===== config.mk =====
export PLATFORM = sky130hd
export DESIGN_NAME = stream_demux
export DESIGN_NICKNAME = d
export VERILOG_FILES = /design/src/rtl/demux_pkg.sv /design/src/rtl/demux_chan_reg.sv /design/src/rtl/stream_demux.sv
export SDC_FILE = /design/constraint.sdc
export NUM_CORES = 1
export LEC_CHECK = 0
export ABC_AREA = 1
export CORE_ASPECT_RATIO = 0.75
export CORE_MARGIN = 1
export CORE_UTILIZATION = 42
export DETAILED_ROUTE_END_ITERATION = 8
export GPL_TIMING_DRIVEN = 0
export PLACE_DENSITY = 0.78
export SETUP_SLACK_MARGIN = 0.4
export SYNTH_ARGS = -nofsm -noshare
export SYNTH_HDL_FRONTEND = slang
export SYNTH_SLANG_ARGS = --single-unit

===== constraint.sdc =====
create_clock -name clk -period 2.2 [get_ports clk]
set_input_delay 0.22 -clock clk [delete_from_list [all_inputs] [get_ports clk]]
set_output_delay 0.22 -clock clk [all_outputs]
set_load 0.005 [all_outputs]

===== src/rtl/demux_pkg.sv =====
// Shared constants and helpers for the stream demultiplexer.
// Imported by the top level and the per-channel holding register.
package demux_pkg;

    localparam logic MODE_ADDR = 1'b0;
    localparam logic MODE_RR   = 1'b1;

    // Round-robin successor with wrap at n-1; n need not be a power of two.
    function automatic int unsigned next_ptr(input int unsigned ptr, input int unsigned n);
        return (ptr + 1 >= n) ? 0 : ptr + 1;
    endfunction

endpackage


===== src/rtl/demux_chan_reg.sv =====
// One-entry valid/ready holding register for a single output channel.
// A load takes priority, so drain and refill may happen in the same cycle.
module demux_chan_reg
    import demux_pkg::*;
#(
    parameter int WIDTH = 8
) (
    input  logic             clk,
    input  logic             rst_n,
    input  logic             load,
    input  logic [WIDTH-1:0] load_data,
    input  logic             out_ready,
    output logic             out_valid,
    output logic [WIDTH-1:0] out_data
);

    logic             valid_q, valid_d;
    logic [WIDTH-1:0] data_q,  data_d;

    always_comb begin
        valid_d = valid_q;
        data_d  = data_q;
        if (load) begin
            valid_d = 1'b1;
            data_d  = load_data;
        end else if (out_ready) begin
            valid_d = 1'b0;
        end
    end

    always_ff @(posedge clk or negedge rst_n) begin
        if (!rst_n) begin
            valid_q <= 1'b0;
            data_q  <= '0;
        end else begin
            valid_q <= valid_d;
            data_q  <= data_d;
        end
    end

    assign out_valid = valid_q;
    assign out_data  = data_q;

endmodule


===== src/rtl/stream_demux.sv =====
// Registered 1-to-N valid/ready stream demultiplexer with addressed and
// round-robin target selection and out-of-range select detection.
module stream_demux
    import demux_pkg::*;
#(
    parameter  int N     = 8,
    parameter  int WIDTH = 8,
    localparam int SEL_W = $clog2(N)
) (
    input  logic               clk,
    input  logic               rst_n,
    input  logic               mode,
    input  logic [SEL_W-1:0]   in_sel,
    input  logic [WIDTH-1:0]   in_data,
    input  logic               in_valid,
    output logic               in_ready,
    output logic [N*WIDTH-1:0] out_data,
    output logic [N-1:0]       out_valid,
    input  logic [N-1:0]       out_ready,
    output logic [SEL_W-1:0]   rr_ptr,
    output logic               sel_err
);

    logic [SEL_W-1:0] rr_ptr_q, rr_ptr_d;
    logic             sel_err_q, sel_err_d;
    logic [SEL_W-1:0] target;
    logic             in_range;
    logic             tgt_busy;
    logic             accept;
    logic [N-1:0]     load;

    assign target   = (mode == MODE_RR) ? rr_ptr_q : in_sel;
    assign in_range = 32'(target) < N;

    // Explicit decode keeps out-of-range targets from indexing past the vectors.
    always_comb begin
        tgt_busy = 1'b0;
        for (int k = 0; k < N; k++) begin
            if (target == SEL_W'(k)) begin
                tgt_busy = out_valid[k] & ~out_ready[k];
            end
        end
    end

    assign in_ready = ~in_range | ~tgt_busy;
    assign accept   = in_valid & in_ready;

    always_comb begin
        load = '0;
        for (int k = 0; k < N; k++) begin
            load[k] = accept & in_range & (target == SEL_W'(k));
        end
    end

    always_comb begin
        rr_ptr_d  = rr_ptr_q;
        sel_err_d = accept & ~in_range;
        if (accept && in_range && mode == MODE_RR) begin
            rr_ptr_d = SEL_W'(next_ptr(32'(rr_ptr_q), N));
        end
    end

    always_ff @(posedge clk or negedge rst_n) begin
        if (!rst_n) begin
            rr_ptr_q  <= '0;
            sel_err_q <= 1'b0;
        end else begin
            rr_ptr_q  <= rr_ptr_d;
            sel_err_q <= sel_err_d;
        end
    end

    for (genvar k = 0; k < N; k++) begin : g_chan
        demux_chan_reg #(.WIDTH(WIDTH)) u_chan (
            .clk       (clk),
            .rst_n     (rst_n),
            .load      (load[k]),
            .load_data (in_data),
            .out_ready (out_ready[k]),
            .out_valid (out_valid[k]),
            .out_data  (out_data[k*WIDTH +: WIDTH])
        );
    end

    assign rr_ptr  = rr_ptr_q;
    assign sel_err = sel_err_q;

endmodule

Word-level counts from Yosys, hierarchy flattened
Index checks and enable logic that the tools add are counted.
{ "totals": {"ff_bits": 75, "input_bits": 23, "output_inout_bits": 77, "wordCells": 88} }
{ "classes": {"addsub": 1, "magnitude_cmp": 1, "n_eq_ne": 7, "mux": 26, "bitwise_logic": 26, "n_reduce_logical": 10} }
{ "ops": {"columns": ["operator", "n"], "rows": [
  ["1-bit two-way mux", 24],
  ["1-bit bitwise AND", 17],
  ["2-bit nonzero test", 8],
  ["3-bit == test (second input constant)", 4],
  ["1-bit NOT", 9],
  ["3-bit by 2-bit == test with 1-bit output (second input constant)", 2],
  ["3-bit two-way mux", 2],
  ["3-bit by 1-bit adder with 4-bit output (second input constant)", 1],
  ["4-bit greater-or-equal comparator (second input constant)", 1],
  ["3-bit by 1-bit == test with 1-bit output (second input constant)", 1],
  ["3-bit zero test", 1],
  ["1-bit logical AND", 1]
]} }

Logic depth before layout (Yosys ltp)
{ "depth": {"depth_word": 14, "depth_mapped": 12, "ltp_nobuf": 11} }

Modules after synthesis
Synthesis repeated with hierarchy kept, for this count alone.
{ "hier_totals": {"hier_cells": 401, "hier_area_um2": 3428.3} }
{ "modules_own_cells": {"columns": ["mod", "instances", "cells_each", "area_each_um2", "seq_area_each_um2"], "rows": [
  ["demux_chan_reg", 8, 38, 341.6, 225.2],
  ["stream_demux", 1, 97, 695.7, 75.1]
]} }

Least setup slack after synthesis
Ideal clock, no wire load.
{ "synth_timing": {"path_type": "register to register", "start": "register rr_ptr_q[0] (netlist: rr_ptr[0])", "end": "register rr_ptr_q[2] (netlist: rr_ptr[2])", "setup_ns": 0.117, "t_arrival_ns": 1.638, "required_time_ns": 2.083, "slack_ns": 0.445, "path_stages_with_launch": 13, "n_path_buf": 2, "period_less_slack_ns": 1.755, "path_cell_list": "dfrtp_1 > inv_1 > nand2_1 > nand2_1 > nand2_1 > nor2_4 > a21oi_2 > nand4_1 > nand2_2 > buf_6 > buf_6 > nand4_1 > nand2_1"} }
{ "synth_between": {"elab_chain_len": 13, "elab_cells_between_ends": 23, "classes_between": "1 x add/sub; 1 x order compare; 7 x eq/ne; 10 x mux; 2 x bitwise; 2 x reduce/logical"} }
{ "synth_rtl": {"columns": ["element", "line", "rtl"], "rows": [
  ["start, declared", "stream_demux.sv:24", "logic [SEL_W-1:0] rr_ptr_q, rr_ptr_d;"],
  ["start signal, assigned", "stream_demux.sv:68", "rr_ptr_q <= rr_ptr_d;"],
  ["3-bit two-way mux", "stream_demux.sv:32", "assign target = (mode == MODE_RR) ? rr_ptr_q : in_sel;"],
  ["3-bit zero test", "stream_demux.sv:39", "if (target == SEL_W'(k)) begin"],
  ["1-bit two-way mux (8 in series)", "stream_demux.sv:39", null],
  ["1-bit NOT", "stream_demux.sv:45", "assign in_ready = ~in_range | ~tgt_busy;"],
  ["1-bit bitwise AND", "stream_demux.sv:46", "assign accept = in_valid & in_ready;"],
  ["1-bit logical AND", "stream_demux.sv:58", "if (accept && in_range && mode == MODE_RR) begin"]
]} }
Several ways; a longest one is shown, not always the timed one.
A chain may end at the register's enable or synchronous reset.

Final worst setup path
{ "layout_timing": {"start": "register rr_ptr_q[2] (netlist: rr_ptr[2])", "end": "output port in_ready"} }
{ "layout_between": {"elab_chain_len": 11, "elab_cells_between_ends": 18, "classes_between": "7 x eq/ne; 9 x mux; 1 x bitwise; 1 x reduce/logical"} }
{ "layout_rtl": {"columns": ["element", "line", "rtl"], "rows": [
  ["3-bit two-way mux *", "stream_demux.sv:32", null],
  ["3-bit zero test", "stream_demux.sv:39", null],
  ["1-bit two-way mux (7 in series)", "stream_demux.sv:39", null],
  ["1-bit two-way mux *", "stream_demux.sv:39", null],
  ["1-bit NOT *", "stream_demux.sv:45", null],
  ["end, declared", "stream_demux.sv:16", "output logic in_ready,"]
]} }
Every way passes the cells marked *; elsewhere a longest branch is shown, timed or not.

==> out/metrics.csv <==
metric;value;unit
most common cell after layout, fill and taps aside;nand2_1;
min cycle time layout;1990;ps
crit-path max cell delay;390;ps
Row Count;28;
# port buffers;89;
starting density of the core;43.65;%
gp weighted congestion;0.8488;
yosys synthesis warning count;0;
Hold Vio Cnt, Final;0;
Routed WL per cell;16.83;um
design area;0.005012;mm2
CP Buf/Inv Count;4;
Netlist Area Pre-Place;0.003456;mm2
mux contribution to synthesized area;2.607;%
Layout Skew;9.933;ps
final routed DRC violation total;0;
Min Hold Slack;259.1;ps
vias in the first global route;3169;
routed wire length;10.20;mm
ANT nets after route;0;
global-route wire length before repair;16.30;mm
Cell variety after synth;26;
ranking of synthesized cells by area;dfrtp_1, nand2_1, nand4_1;
Ports;100;
clock latency at the later pin of the worst-skew pair;350;ps
CTS tree;built;
area grow syn2layout;45.04;%
leakage power;2.356;nW
most frequent cells in the layout;nand2_1, clkdlybuf4s50_1, dfrtp_1;
antenna cells;0;
Tot GR Track Use;25.02;%
simple-gate area share of the yosys netlist;32.95;%
Power Density;1263;mW/mm2
Avg Vias per Cell;5.338;
H-tree depth;3;
core area;0.007918;mm2
DP HPWL;6.654;mm
NumNets Final;521;
clk sink count;75;
Critical Path Start Type;flip-flop;
Crit path top cell by count;buf_6;
main combinational cell family by area after synthesis;simple AND/OR/NAND/NOR gates;
placed insts;570;
Top FF cell, synth;dfrtp_1;
biggest area consumer among synthesized cells;dfrtp_1;
worst path cell trace;inv_2, nand2_2, o21ai_4, buf_6, nand4_1, nand3_1, nor2_1, nand4_1, nand2_2, buf_6, buf_6;
placed cell area;0.004503;mm2
critical path data required time;1980;ps
Final setup viols;0;
DR iter-0 viols;191;
FF+latch count, synth;75;
sequential fraction of the synthesis area;54.31;%
post-synth top area share;54.31;%
fin crit share;90.44;%
Hold WC Path Type;in -> async;
max_cap viols;0;
Fmax;502.6;MHz
Post-Synth XOR/XNOR Area;0.2534;%
Worst-path clk slew;70;ps
unrepaired setup endpoints after global routing;yes;
Mapped Cells;375;
Worst Path Arrival;1770;ps
largest delay contributor family on the critical path;simple AND/OR/NAND/NOR gates;
Setup CP Type;reg -> out;
Post-synth EDFFs;0;
VDD IR-drop max;0.7270;mV
Compound-Gate Fraction of Synth Area;1.955;%
Post-Synth Adder-Cell Area;0.3621;%
Chip Height;80.56;um
pins over their slew limit;0;
die footprint;0.008598;mm2
crit path max fanout;4;
Core Util, Final;63.31;%
status;completed;
vias post-DR;3235;
clock buffer depth;2;
initial antenna violation count;0;
Root Buffer;clkbuf_8;
syn_area_per_cell;9.216;um2
total grt overflow;0;
layout cells sized above 1;20.76;%
ys async rst share;100.0;%
largest net degree at the start of global routing;65;
Worst path slowest cell;dfrtp_1;
Slew @ Worst Pin;796.8;ps
max_slew headroom;46.69;%
Final Non-Filler Cells;606;
CP Capture Type;output pin;
Die W;106.7;um
CTS buffer count;9;
Syn Nets;399;
Pre-antenna DRT Iters;4;
[report_power, final]
part,internal [W],leakage [nW],switching (W)
clock,0.000580,0.0995,0.000490
combinational,0.00168,1.31,0.00116
sequential,0.00201,0.945,0.000418
total,0.00427,2.36,0.00206
[timing repair]
action / CTS / global route
cloned: 2 / 1
pin swaps: 11 / 2
setup endpoints to repair: 76 / 75
buffers inserted: 15 / 2
hold buffers: 1 / 0
resized for setup: 28 / 22
hold endpoints to repair: 13 / 0
[worst paths after layout]
path | cells past startpoint | from | to | slack [ps]
worst max-delay path | 11 | rr_ptr[2] | in_ready | 210
worst min-delay path | 2 | rst_n | g_chan[4].u_chan.out_data[4] | 260
worst max register to register | 14 | rr_ptr[2] | g_chan[1].u_chan.out_data[7] | 220
worst min register to register | 2 | g_chan[0].u_chan.out_data[3] | g_chan[0].u_chan.out_data[3] | 470
max in group asynchronous | 3 | rst_n | g_chan[1].u_chan.out_data[0] | 1400
min in group clk | 3 | in_data[7] | g_chan[0].u_chan.out_data[7] | 360
[cells by family after synthesis]
logic type,count (synthesis)
simple gates,229
fa+ha+maj,1
flops,75
mux,8
other cells,1
compound gates,10
buf+inv,50
xor+xnor,1
[flip-flops by register name, summed over array words and instances (netlist names)]
| signal | flops |
|---|---|
| g_chan.u_chan.out_data | 64 |
| rr_ptr | 3 |
| g_chan.u_chan.out_valid | 8 |
[through the flow]
step	TNS (ps)	power [W]	setup WS [ps]
after floorplan	0	0.003322	444.7
after global placement	-127710	0.004859	-1576
after detailed placement	-12120	0.004945	-486.4
after CTS	0	0.006237	271.0
after global routing	0	0.006726	129.1
final	0	0.006330	210.2
[worst register-to-register path, stage by stage, from the launching register on]
cell	delay [ps]
dfrtp_1	360
inv_2	50
nand2_2	70
o21ai_4	80
buf_6	140
nand4_1	80
nand3_1	90
nor2_1	130
nand4_1	110
nand2_2	120
buf_4	170
clkbuf_16	170
nand3_2	130
nand2_1	120
nand2_1	60
[layer usage]
metal	track usage, %	part of all wire (%)	vias up
met2	39.42	48	143
li1	-	-	1506
met3	8.198	9.4	11
met4	8.356	1.2	0
met1	32.52	41	1575
met5	0	0	-
[synthesized netlist by cell type (all sizes together), types with 2 or more instances]
| cell type | count |
|---|---|
| o21ai | 8 |
| inv | 16 |
| nor2 | 13 |
| mux2 | 8 |
| dfrtp | 75 |
| nand2 | 140 |
| nand3 | 11 |
| buf | 26 |
| nand4 | 63 |
| nor3 | 2 |
| clkbuf | 7 |
[cell type report]
cell class	count	area [um2]
plain buffers	33	211.5
repair buffers	109	1090
clock buffers	13	158.9
inverters	17	63.81
clock inverters	2	35.03
multi-input cells	252	1445
fillers	677	2905
well taps	105	131.4
flip-flops and latches	75	1877
(Power assumes the default switching activity.)
